$ cat config.mk
export PLATFORM = sky130hd
export DESIGN_NAME = vdc_host_master_flat
export DESIGN_NICKNAME = d
export VERILOG_FILES = /design/src/rtl/vdc_host_pkg.sv /design/src/rtl/vdc_host_master_if.sv /design/src/rtl/vdc_host_phase_timer.sv /design/src/rtl/vdc_host_master.sv /design/src/flat_wrapper.sv
export SDC_FILE = /design/constraint.sdc
export NUM_CORES = 1
export LEC_CHECK = 0
export CORE_ASPECT_RATIO = 1.1
export CORE_MARGIN = 2
export CORE_UTILIZATION = 51
export DETAILED_ROUTE_END_ITERATION = 10
export GPL_TIMING_DRIVEN = 0
export PLACE_DENSITY = 0.95
export SYNTH_ARGS = -nofsm -noshare
export SYNTH_HDL_FRONTEND = slang
export SYNTH_SLANG_ARGS = --single-unit
$ cat constraint.sdc
create_clock -name CLK -period 5.63 [get_ports CLK]
set_input_delay 1.126 -clock CLK [delete_from_list [all_inputs] [get_ports CLK]]
set_output_delay 1.126 -clock CLK [all_outputs]
set_load 0.02 [all_outputs]
$ cat src/rtl/vdc_host_pkg.sv
// Shared types and widths for the epochtv1 host-port bus initiator.
package vdc_host_pkg;

  typedef enum logic [1:0] {
    ST_IDLE,
    ST_SETUP,
    ST_STROBE,
    ST_HOLD
  } state_t;

  localparam int ADDR_W = 13;
  localparam int DATA_W = 8;
  localparam int LEN_W  = 13;

  function automatic int max3(input int a, input int b, input int c);
    int m;
    m = (a > b) ? a : b;
    return (m > c) ? m : c;
  endfunction

  // Phase-counter width needed to hold the longest configured phase.
  function automatic int tick_w(input int max_ticks);
    return (max_ticks <= 1) ? 1 : $clog2(max_ticks + 1);
  endfunction

endpackage

$ cat src/rtl/vdc_host_master_if.sv
// Request/acknowledge handshake and host-port bus signals of the bus initiator.
interface vdc_host_master_if;
  import vdc_host_pkg::*;

  logic              REQ;
  logic              REQ_WR;
  logic [ADDR_W-1:0] REQ_A;
  logic [DATA_W-1:0] REQ_D;
  logic [LEN_W-1:0]  REQ_LEN;
  logic              REQ_INC;
  logic              ACK;
  logic              BUSY;
  logic              DONE;
  logic              RD_VALID;
  logic [DATA_W-1:0] RD_DATA;
  logic [ADDR_W-1:0] A;
  logic [DATA_W-1:0] DB_O;
  logic              DB_OE;
  logic [DATA_W-1:0] DB_I;
  logic              RDB;
  logic              WRB;
  logic              CSB;

  modport master (
    input  REQ, REQ_WR, REQ_A, REQ_D, REQ_LEN, REQ_INC, DB_I,
    output ACK, BUSY, DONE, RD_VALID, RD_DATA, A, DB_O, DB_OE, RDB, WRB, CSB
  );

  modport slave (
    output REQ, REQ_WR, REQ_A, REQ_D, REQ_LEN, REQ_INC, DB_I,
    input  ACK, BUSY, DONE, RD_VALID, RD_DATA, A, DB_O, DB_OE, RDB, WRB, CSB
  );

endinterface

$ cat src/rtl/vdc_host_phase_timer.sv
// Counts CE ticks within the current bus phase and flags the final one.
module vdc_host_phase_timer #(
  parameter int W = 2
) (
  input  logic         clk,
  input  logic         rst,
  input  logic         ce,
  input  logic         clr,
  input  logic [W-1:0] len,
  output logic         last
);

  logic [W-1:0] cnt;

  always_ff @(posedge clk) begin
    if (rst || clr) cnt <= '0;
    else if (ce)    cnt <= cnt + W'(1);
  end

  // A zero-length phase reports its end immediately so it can never stall.
  assign last = (len == '0) || (cnt >= len - W'(1));

endmodule

$ cat src/rtl/vdc_host_master.sv
// CPU-side initiator for the epochtv1 host port: single/burst accesses with
// programmable setup/strobe/hold timing, all advance gated by CE.
module vdc_host_master #(
  parameter int SETUP_TICKS  = 1,
  parameter int STROBE_TICKS = 2,
  parameter int HOLD_TICKS   = 1
) (
  input  logic              CLK,
  input  logic              RESET,
  input  logic              CE,
  vdc_host_master_if.master bus
);
  import vdc_host_pkg::*;

  localparam int     TICK_W = tick_w(max3(SETUP_TICKS, STROBE_TICKS, HOLD_TICKS));
  localparam state_t FIRST  = (SETUP_TICKS > 0) ? ST_SETUP : ST_STROBE;

  state_t            st;
  logic              wr;
  logic              inc;
  logic [LEN_W-1:0]  remaining;
  logic [TICK_W-1:0] phase_len;
  logic              last;
  logic              phase_end;
  logic              beat_end;

  always_comb begin
    phase_len = '0;
    case (st)
      ST_SETUP:  phase_len = TICK_W'(SETUP_TICKS);
      ST_STROBE: phase_len = TICK_W'(STROBE_TICKS);
      ST_HOLD:   phase_len = TICK_W'(HOLD_TICKS);
      default:   phase_len = '0;
    endcase
  end

  assign phase_end = CE && last && (st != ST_IDLE);
  assign beat_end  = phase_end && ((st == ST_HOLD) || (st == ST_STROBE && HOLD_TICKS == 0));

  vdc_host_phase_timer #(.W(TICK_W)) u_timer (
    .clk  (CLK),
    .rst  (RESET),
    .ce   (CE),
    .clr  ((st == ST_IDLE) || phase_end),
    .len  (phase_len),
    .last (last)
  );

  always_ff @(posedge CLK) begin
    if (RESET) begin
      st           <= ST_IDLE;
      wr           <= 1'b0;
      inc          <= 1'b0;
      remaining    <= '0;
      bus.ACK      <= 1'b0;
      bus.BUSY     <= 1'b0;
      bus.DONE     <= 1'b0;
      bus.RD_VALID <= 1'b0;
      bus.RD_DATA  <= '0;
      bus.A        <= '0;
      bus.DB_O     <= '0;
      bus.DB_OE    <= 1'b0;
      bus.RDB      <= 1'b1;
      bus.WRB      <= 1'b1;
      bus.CSB      <= 1'b1;
    end else begin
      bus.ACK      <= 1'b0;
      bus.DONE     <= 1'b0;
      bus.RD_VALID <= 1'b0;
      case (st)
        // Acceptance is not gated by CE.
        ST_IDLE: if (bus.REQ) begin
          bus.ACK   <= 1'b1;
          bus.BUSY  <= 1'b1;
          bus.CSB   <= 1'b0;
          wr        <= bus.REQ_WR;
          inc       <= bus.REQ_INC;
          bus.A     <= bus.REQ_A;
          bus.DB_O  <= bus.REQ_D;
          bus.DB_OE <= bus.REQ_WR;
          remaining <= (bus.REQ_LEN == '0) ? LEN_W'(1) : bus.REQ_LEN;
          st        <= FIRST;
          bus.RDB   <= !(FIRST == ST_STROBE && !bus.REQ_WR);
          bus.WRB   <= !(FIRST == ST_STROBE && bus.REQ_WR);
        end
        ST_SETUP: if (phase_end) begin
          st      <= ST_STROBE;
          bus.RDB <= wr;
          bus.WRB <= !wr;
        end
        ST_STROBE: if (phase_end) begin
          if (!wr) begin
            bus.RD_DATA  <= bus.DB_I;
            bus.RD_VALID <= 1'b1;
          end
          st      <= ST_HOLD;
          bus.RDB <= 1'b1;
          bus.WRB <= 1'b1;
        end
        ST_HOLD: ;
        default: st <= ST_IDLE;
      endcase

      // End of a beat overrides the per-phase transition above.
      if (beat_end) begin
        remaining <= remaining - LEN_W'(1);
        if (remaining > LEN_W'(1)) begin
          st      <= FIRST;
          bus.RDB <= !(FIRST == ST_STROBE && !wr);
          bus.WRB <= !(FIRST == ST_STROBE && wr);
          if (inc) bus.A <= bus.A + ADDR_W'(1);
        end else begin
          st        <= ST_IDLE;
          bus.CSB   <= 1'b1;
          bus.RDB   <= 1'b1;
          bus.WRB   <= 1'b1;
          bus.DB_OE <= 1'b0;
          bus.BUSY  <= 1'b0;
          bus.DONE  <= 1'b1;
        end
      end
    end
  end

endmodule
$ cat src/flat_wrapper.sv
// flat-port wrapper written by rule: the top's interface ports become plain ports
module vdc_host_master_flat import vdc_host_pkg::*;
#(
  parameter int SETUP_TICKS  = 1,
  parameter int STROBE_TICKS = 2,
  parameter int HOLD_TICKS   = 1
)
  (CLK, RESET, CE, bus_REQ, bus_REQ_WR, bus_REQ_A, bus_REQ_D, bus_REQ_LEN, bus_REQ_INC, bus_DB_I, bus_ACK, bus_BUSY, bus_DONE, bus_RD_VALID, bus_RD_DATA, bus_A, bus_DB_O, bus_DB_OE, bus_RDB, bus_WRB, bus_CSB);
  vdc_host_master_if bus_i ();
  input  logic CLK;
  input  logic RESET;
  input  logic CE;
  input wire logic [$bits(bus_i.REQ)-1:0] bus_REQ;
  input wire logic [$bits(bus_i.REQ_WR)-1:0] bus_REQ_WR;
  input wire logic [$bits(bus_i.REQ_A)-1:0] bus_REQ_A;
  input wire logic [$bits(bus_i.REQ_D)-1:0] bus_REQ_D;
  input wire logic [$bits(bus_i.REQ_LEN)-1:0] bus_REQ_LEN;
  input wire logic [$bits(bus_i.REQ_INC)-1:0] bus_REQ_INC;
  input wire logic [$bits(bus_i.DB_I)-1:0] bus_DB_I;
  output wire logic [$bits(bus_i.ACK)-1:0] bus_ACK;
  output wire logic [$bits(bus_i.BUSY)-1:0] bus_BUSY;
  output wire logic [$bits(bus_i.DONE)-1:0] bus_DONE;
  output wire logic [$bits(bus_i.RD_VALID)-1:0] bus_RD_VALID;
  output wire logic [$bits(bus_i.RD_DATA)-1:0] bus_RD_DATA;
  output wire logic [$bits(bus_i.A)-1:0] bus_A;
  output wire logic [$bits(bus_i.DB_O)-1:0] bus_DB_O;
  output wire logic [$bits(bus_i.DB_OE)-1:0] bus_DB_OE;
  output wire logic [$bits(bus_i.RDB)-1:0] bus_RDB;
  output wire logic [$bits(bus_i.WRB)-1:0] bus_WRB;
  output wire logic [$bits(bus_i.CSB)-1:0] bus_CSB;
  assign bus_i.REQ = bus_REQ;
  assign bus_i.REQ_WR = bus_REQ_WR;
  assign bus_i.REQ_A = bus_REQ_A;
  assign bus_i.REQ_D = bus_REQ_D;
  assign bus_i.REQ_LEN = bus_REQ_LEN;
  assign bus_i.REQ_INC = bus_REQ_INC;
  assign bus_i.DB_I = bus_DB_I;
  assign bus_ACK = bus_i.ACK;
  assign bus_BUSY = bus_i.BUSY;
  assign bus_DONE = bus_i.DONE;
  assign bus_RD_VALID = bus_i.RD_VALID;
  assign bus_RD_DATA = bus_i.RD_DATA;
  assign bus_A = bus_i.A;
  assign bus_DB_O = bus_i.DB_O;
  assign bus_DB_OE = bus_i.DB_OE;
  assign bus_RDB = bus_i.RDB;
  assign bus_WRB = bus_i.WRB;
  assign bus_CSB = bus_i.CSB;
  vdc_host_master #(.SETUP_TICKS(SETUP_TICKS), .STROBE_TICKS(STROBE_TICKS), .HOLD_TICKS(HOLD_TICKS)) u_core (.CLK(CLK), .RESET(RESET), .CE(CE), .bus(bus_i));
endmodule
Word level (Yosys, flattened, before mapping) --
Index checks and enable logic that the tools add are counted.
Operators by class: reductions and logical operators 25, eq/ne operators 9, bitwise gates (word level) 5, order comparisons 2, add/sub/neg operators 4, muxes and demuxes 37
Operators by type and width (number):
- $mux W13 | 9
- $mux W1 | 20
- $add A13 B1 Y13 const B | 1
- $gt A13 B1 Y1 const B | 1
- $logic_not A13 Y1 | 1
- $sub A13 B1 Y13 const B | 1
- $mux W2 | 4
- $reduce_and A4 Y1 | 2
- $reduce_or A2 Y1 | 4
- $ne A3 B1 Y1 const B | 2
- $pmux W1 S3 | 2
- $pmux W2 S3 | 1
- $reduce_bool A2 Y1 | 3
- $not A1 Y1 | 5
- $eq A2 B2 Y1 const B | 2
- $logic_not A2 Y1 | 2
- $ne A2 B1 Y1 const B | 2
- $pmux W2 S2 | 1
- $reduce_and A2 Y1 | 2
- $reduce_bool A4 Y1 | 1
- $logic_and A1 B1 Y1 | 3
- $logic_or A1 B1 Y1 | 3
- $ne A3 B2 Y1 const B | 1
- $reduce_and A3 Y1 | 1
- other kinds (8) | 8
Word-level totals: bits of input ports 48, word-level logic and storage cells 98, register bits 56

Depth between registers and ports, before layout --
depth after elaboration 11, depth in mapped cells 11

Hierarchy --
Synthesis repeated with hierarchy kept, for this count alone.
Unflattened totals: cells, all modules 350, area, all modules 2857.7 um^2
By module, submodules not included:
- vdc_host_master | area an instance 2710.1 um^2, cells an instance 335, times used 1, sequential area each 1081.0 um^2
- vdc_host_phase_timer | area an instance 147.6 um^2, cells an instance 15, times used 1, sequential area each 40.0 um^2

Worst setup path after synthesis --
Ideal clock, no wire load.
kind in2reg, from in CE, to reg u_core.remaining[6], slack 3236 ps, arrival time 2320 ps, library setup time 74 ps, cell stages on the path 5, required time 5556 ps, cells stage by stage o21a_1 a31oi_1 or4_4 or3_1 a31oi_1
On the way: word-level cells in the longest chain between the ends 5, elaborated cells on any way between the ends 7, those cells by class mux (1); reduce/logical (6)
RTL lines:
- start: declaration | RTL line flat_wrapper.sv:12 | input logic CE;
- $logic_and A1 B1 Y1 * (2 in series) | RTL line vdc_host_master.sv:37 | assign phase_end = CE && last && (st != ST_IDLE);
- $logic_and A1 B1 Y1 * | RTL line vdc_host_master.sv:38 | assign beat_end = phase_end && ((st == ST_HOLD) || (st == ST_STROBE && HOLD_TICKS == 0));
- $reduce_bool A2 Y1 (no source line)
- $reduce_and A2 Y1 (no source line)
- end signal: assignment | RTL line vdc_host_master.sv:81 | remaining <= (bus.REQ_LEN == '0) ? LEN_W'(1) : bus.REQ_LEN;
- end signal: assignment | RTL line vdc_host_master.sv:106 | remaining <= remaining - LEN_W'(1);
- end: declaration | RTL line vdc_host_master.sv:21 | logic [LEN_W-1:0] remaining;
Mark *: on every way between the ends. The rest lies on a longest branch, timed or not. A chain may end at the register's enable or synchronous reset.

Worst setup path after layout --
from in bus_REQ, to reg u_core.bus.A[0]
On the way: word-level cells in the longest chain between the ends 5
RTL lines:
- start: declaration | RTL line flat_wrapper.sv:13 | input wire logic [$bits(bus_i.REQ)-1:0] bus_REQ;
- $mux W13 * | RTL line vdc_host_master.sv:72 | ST_IDLE: if (bus.REQ) begin
- $mux W13 * | RTL line vdc_host_master.sv:70 | case (st)
- $mux W13 | RTL line vdc_host_master.sv:111 | if (inc) bus.A <= bus.A + ADDR_W'(1);
- $mux W13 | RTL line vdc_host_master.sv:107 | if (remaining > LEN_W'(1)) begin
- $mux W13 * | RTL line vdc_host_master.sv:105 | if (beat_end) begin
- end signal: assignment | RTL line vdc_host_master.sv:78 | bus.A <= bus.REQ_A;
- end signal: assignment | RTL line vdc_host_master.sv:111
- end: declaration | RTL line vdc_host_master_if.sv:26 | output ACK, BUSY, DONE, RD_VALID, RD_DATA, A, DB_O, DB_OE, RDB, WRB, CSB
Marks and branches as above.

==> metrics.md <==
| Metric | Value |
|---|---|
| Area growth, synth to finish | `35.1%` |
| RSZ-0062 raised after global routing | `false` |
| Hold-critical path depth | `2` |
| Fin nets | `approximately 500` |
| Syn Std Cell Area | `2940 um2` |
| CP Cell Sequence | `clkdlybuf4s50_1 > and2_1 > clkbuf_1 > buf_1 > nand2_1 > a311oi_2` |
| Final Slew Violations | `0` |
| Die ar. | `6390 um2` |
| GRT met3 Usage | `approximately 7.1%` |
| Ports | `85` |
| Hold_buf cts | `0` |
| Vias in the first global route | `roughly 3200` |
| Setup TNS | `0 ns` |
| Slew margin rel. | `48.4%` |
| Die Wd | `~76 um` |
| Input/output buffers | `84` |
| Clock buffer depth | `2` |
| Routed vias/inst | `6.26` |
| Met1 usage | `approximately 33%` |
| Total power | `roughly 1400 uW` |
| Clock root buffer | `clkbuf_8` |
| Die span in y | `roughly 84 um` |
| Crit-path leading delay family | `buffers and inverters` |
| H-tree depth | `2` |
| Pre-antenna DRT Iters | `5` |
| Fin crit period | `2.93 ns` |
| Clock Skews | `0.00971 ns` |
| Fin area | `3970 um2` |
| Skew-Pair Late Insertion Delay | `0.32 ns` |
| TritonCTS Buffers | `5` |
| Initial antenna violation count | `0` |
| Area after DPL | `~3900 um2` |
| Core area | `5660 um2` |
| Yosys cell types | `59` |
| Post-DP HPWL | `approximately 6500 um` |
| F_max | `0.341 GHz` |
| # fillers | `447` |
| GRT overflow | `0` |
| Crit path DAT | `between 3 and 4 ns` |
| Worst path required time | `5.86 ns` |
| Bufs and invs on worst path | `3` |
| Starting Density | `approximately half` |
| Antenna viol nets, final | `0` |
| Synthesized area per cell | `8.31 um2` |
| Initial DRC Count | `between 200 and 300` |
| Gpl congestion | `0.996` |
| Post-Syn Instances | `around 350` |
| Dpl cells | `a little over 500` |
| Final Cycle Share | `~52%` |
| WP depth | `6` |
| Global-route wire length before repair | `approximately 15000 um` |
| Cell Rows | `29` |
| Maxcap violations | `0` |
| Non-filler cells, final | `between 500 and 600` |
| Post CTS Setup Buffer Count | `0` |
| R2r worst-path depth | `8` |
| Number of synthesis warnings | `0` |
| Yosys top cell by area | `dfxtp_1` |
| Wire per inst | `16.8 um` |
| CTS resizes | `0` |
| # diodes | `0` |
| Gr usage total | `28.1%` |
| Startpoint types | `primary input` |
| Prevailing post-synth register cell | `dfxtp_1` |
| Main area contributors after synthesis | `dfxtp_1 (38%), nand2_1 (6.9%), o211ai_1 (4.3%), ha_1 (4.3%), a31oi_1 (3.8%)` |
| #FFs+latches synth | `56` |
| LEAKAGE | `about 0.0014 uW` |
| Hold WS | `between 0.4 and 0.5 ns` |
| Layout cells sized above 1 | `about 5.2%` |
| Cell Pwr Density | `around 360 nW/um2` |
| Via count | `between 3000 and 4000` |
| Drt drc | `0` |
| Final setup viols | `0` |
| EDFF count, synth | `0` |
| HP Class | `reg2reg` |
| CTS tree | `done` |
| Final hold violation count | `0` |
| Post-synth top area share | `between 30% and 40%` |
| Clk pin slew, worst setup/hold paths | `between 0.1 and 0.15 ns` |
| CP max stage cell | `clkdlybuf4s50_1` |
| Seq/Total Area, Yosys | `between 30% and 40%` |
| TritonCTS Sinks | `between 50 and 60` |
| Post-synth ARST share | `0%` |
| Measured slew at the worst slew-check pin | `between 0.7 and 0.8 ns` |
| GRT busiest layer | `met2` |
| CP Class | `in2reg` |
| Outcome | `finished clean` |
| Largest net degree at the start of global routing | `20` |
| Worst-path maximum fanout | `10` |
| Final wirelength | `8800 um` |
| Crit end category | `flip-flop` |
| Max stage delay on crit path | `0.53 ns` |
| Syn Nets | `between 400 and 500` |
| GR Util met2 | `a little under half` |
| Peak VDD IR | `0.275 mV` |
==> flip-flops by register name (all words and copies together) (netlist names) <==
signal	cells
u_core.wr	1
u_core.bus.WRB	1
u_core.remaining	13
u_core.bus.RDB	1
u_core.bus.BUSY	1
u_core.bus.CSB	1
u_core.bus.RD_VALID	1
u_core.bus.DB_OE	1
u_core.u_timer.cnt	2
u_core.bus.DB_O	8
u_core.inc	1
u_core.bus.RD_DATA	8
u_core.bus.DONE	1
u_core.bus.ACK	1
u_core.st	2
u_core.bus.A	13
==> synth_stat cells, types with 8 or more instances <==
library cell  count
dfxtp_1          56
nand2_1          54
nor2_1           21
a21oi_1          19
a31oi_1          18
o211ai_1         17
nand3_1          12
nor3_1           12
nor4_1           11
clkbuf_1         10
ha_1             10
o21ai_0           9
inv_1             8
mux2i_1           8
or3_1             8
==> where the power goes <==
| group | internal [uW] | switching, uW |
|---|---|---|
| Clock | 91.1 | 143 |
| Combinational | 262 | 389 |
| Sequential | 463 | 76.2 |
| Total | 817 | 608 |
==> stage by stage <==
stage | worst slack, ns | util [%]
6_report | 2.70 | 70.2
5_1_grt | 2.56 | 70.2
4_1_cts | 2.76 | 70.2
3_5_place_dp | 2.42 | 68.5
3_3_place_gp | 2.42 | 68.5
2_1_floorplan | 3.24 | -
==> final cells by class <==
class / instances / area [um2] / share of cell area, %
clock inverters: 3 / 26.3 / 0.661
repair buffers: 84 / 841 / 21.2
plain buffers: 21 / 93.8 / 2.36
clock buffers: 5 / 68.8 / 1.73
multi-input cells: 269 / 1700 / 42.7
flip-flops and latches: 56 / 1120 / 28.2
well taps: 77 / 96.3 / 2.42
inverters: 8 / 30.0 / 0.756
==> worst reg2reg max path, delay by kind of cell (launching register included) <==
family	cells	cell delay, ns
flip-flops	1	0.40
AO/OA/AOI/OAI	3	1.09
buffers and inverters	2	0.28
AND/OR/NAND/NOR	1	0.30
adder cells (fa/ha/maj)	2	0.52
==> per-layer routing <==
layer / vias to the layer above / routed length (um)
met5: - / 0
met4: 0 / 348
met3: 35 / 795
met2: 209 / 4260
met1: 1516 / 3400
li1: 1515 / -
==> final timing paths <==
kind	startpoint	to	slack, ns
worst min-delay path	u_core.bus.DB_O[2]	u_core.bus.DB_O[2]	0.47
worst max-delay path	bus_REQ	u_core.bus.A[0]	2.70
worst max register to register	u_core.st[0]	u_core.remaining[10]	2.99
worst min register to register	u_core.bus.DB_O[2]	u_core.bus.DB_O[2]	0.47
==> placed cells by master (no fill, tap or decap), drive strengths merged, types with 10 or more instances in the layout <==
cell type / count
clkdlybuf4s50: 84
dfxtp: 56
nand2: 54
nor2: 21
a21oi: 19
a31oi: 18
o211ai: 17
clkbuf: 15
nor3: 12
nand3: 12
nor4: 12
buf: 11
ha: 10
o21ai: 10
==> cell families after synthesis <==
kind of cell / synth area share, %
flip-flops: 38.1
XOR/XNOR: 0.596
AND/OR/NAND/NOR: 26.3
multiplexers: 2.72
AO/OA/AOI/OAI: 23.8
adder cells (fa/ha/maj): 4.25
buffers and inverters: 4.21
(Power assumes the default switching activity.)
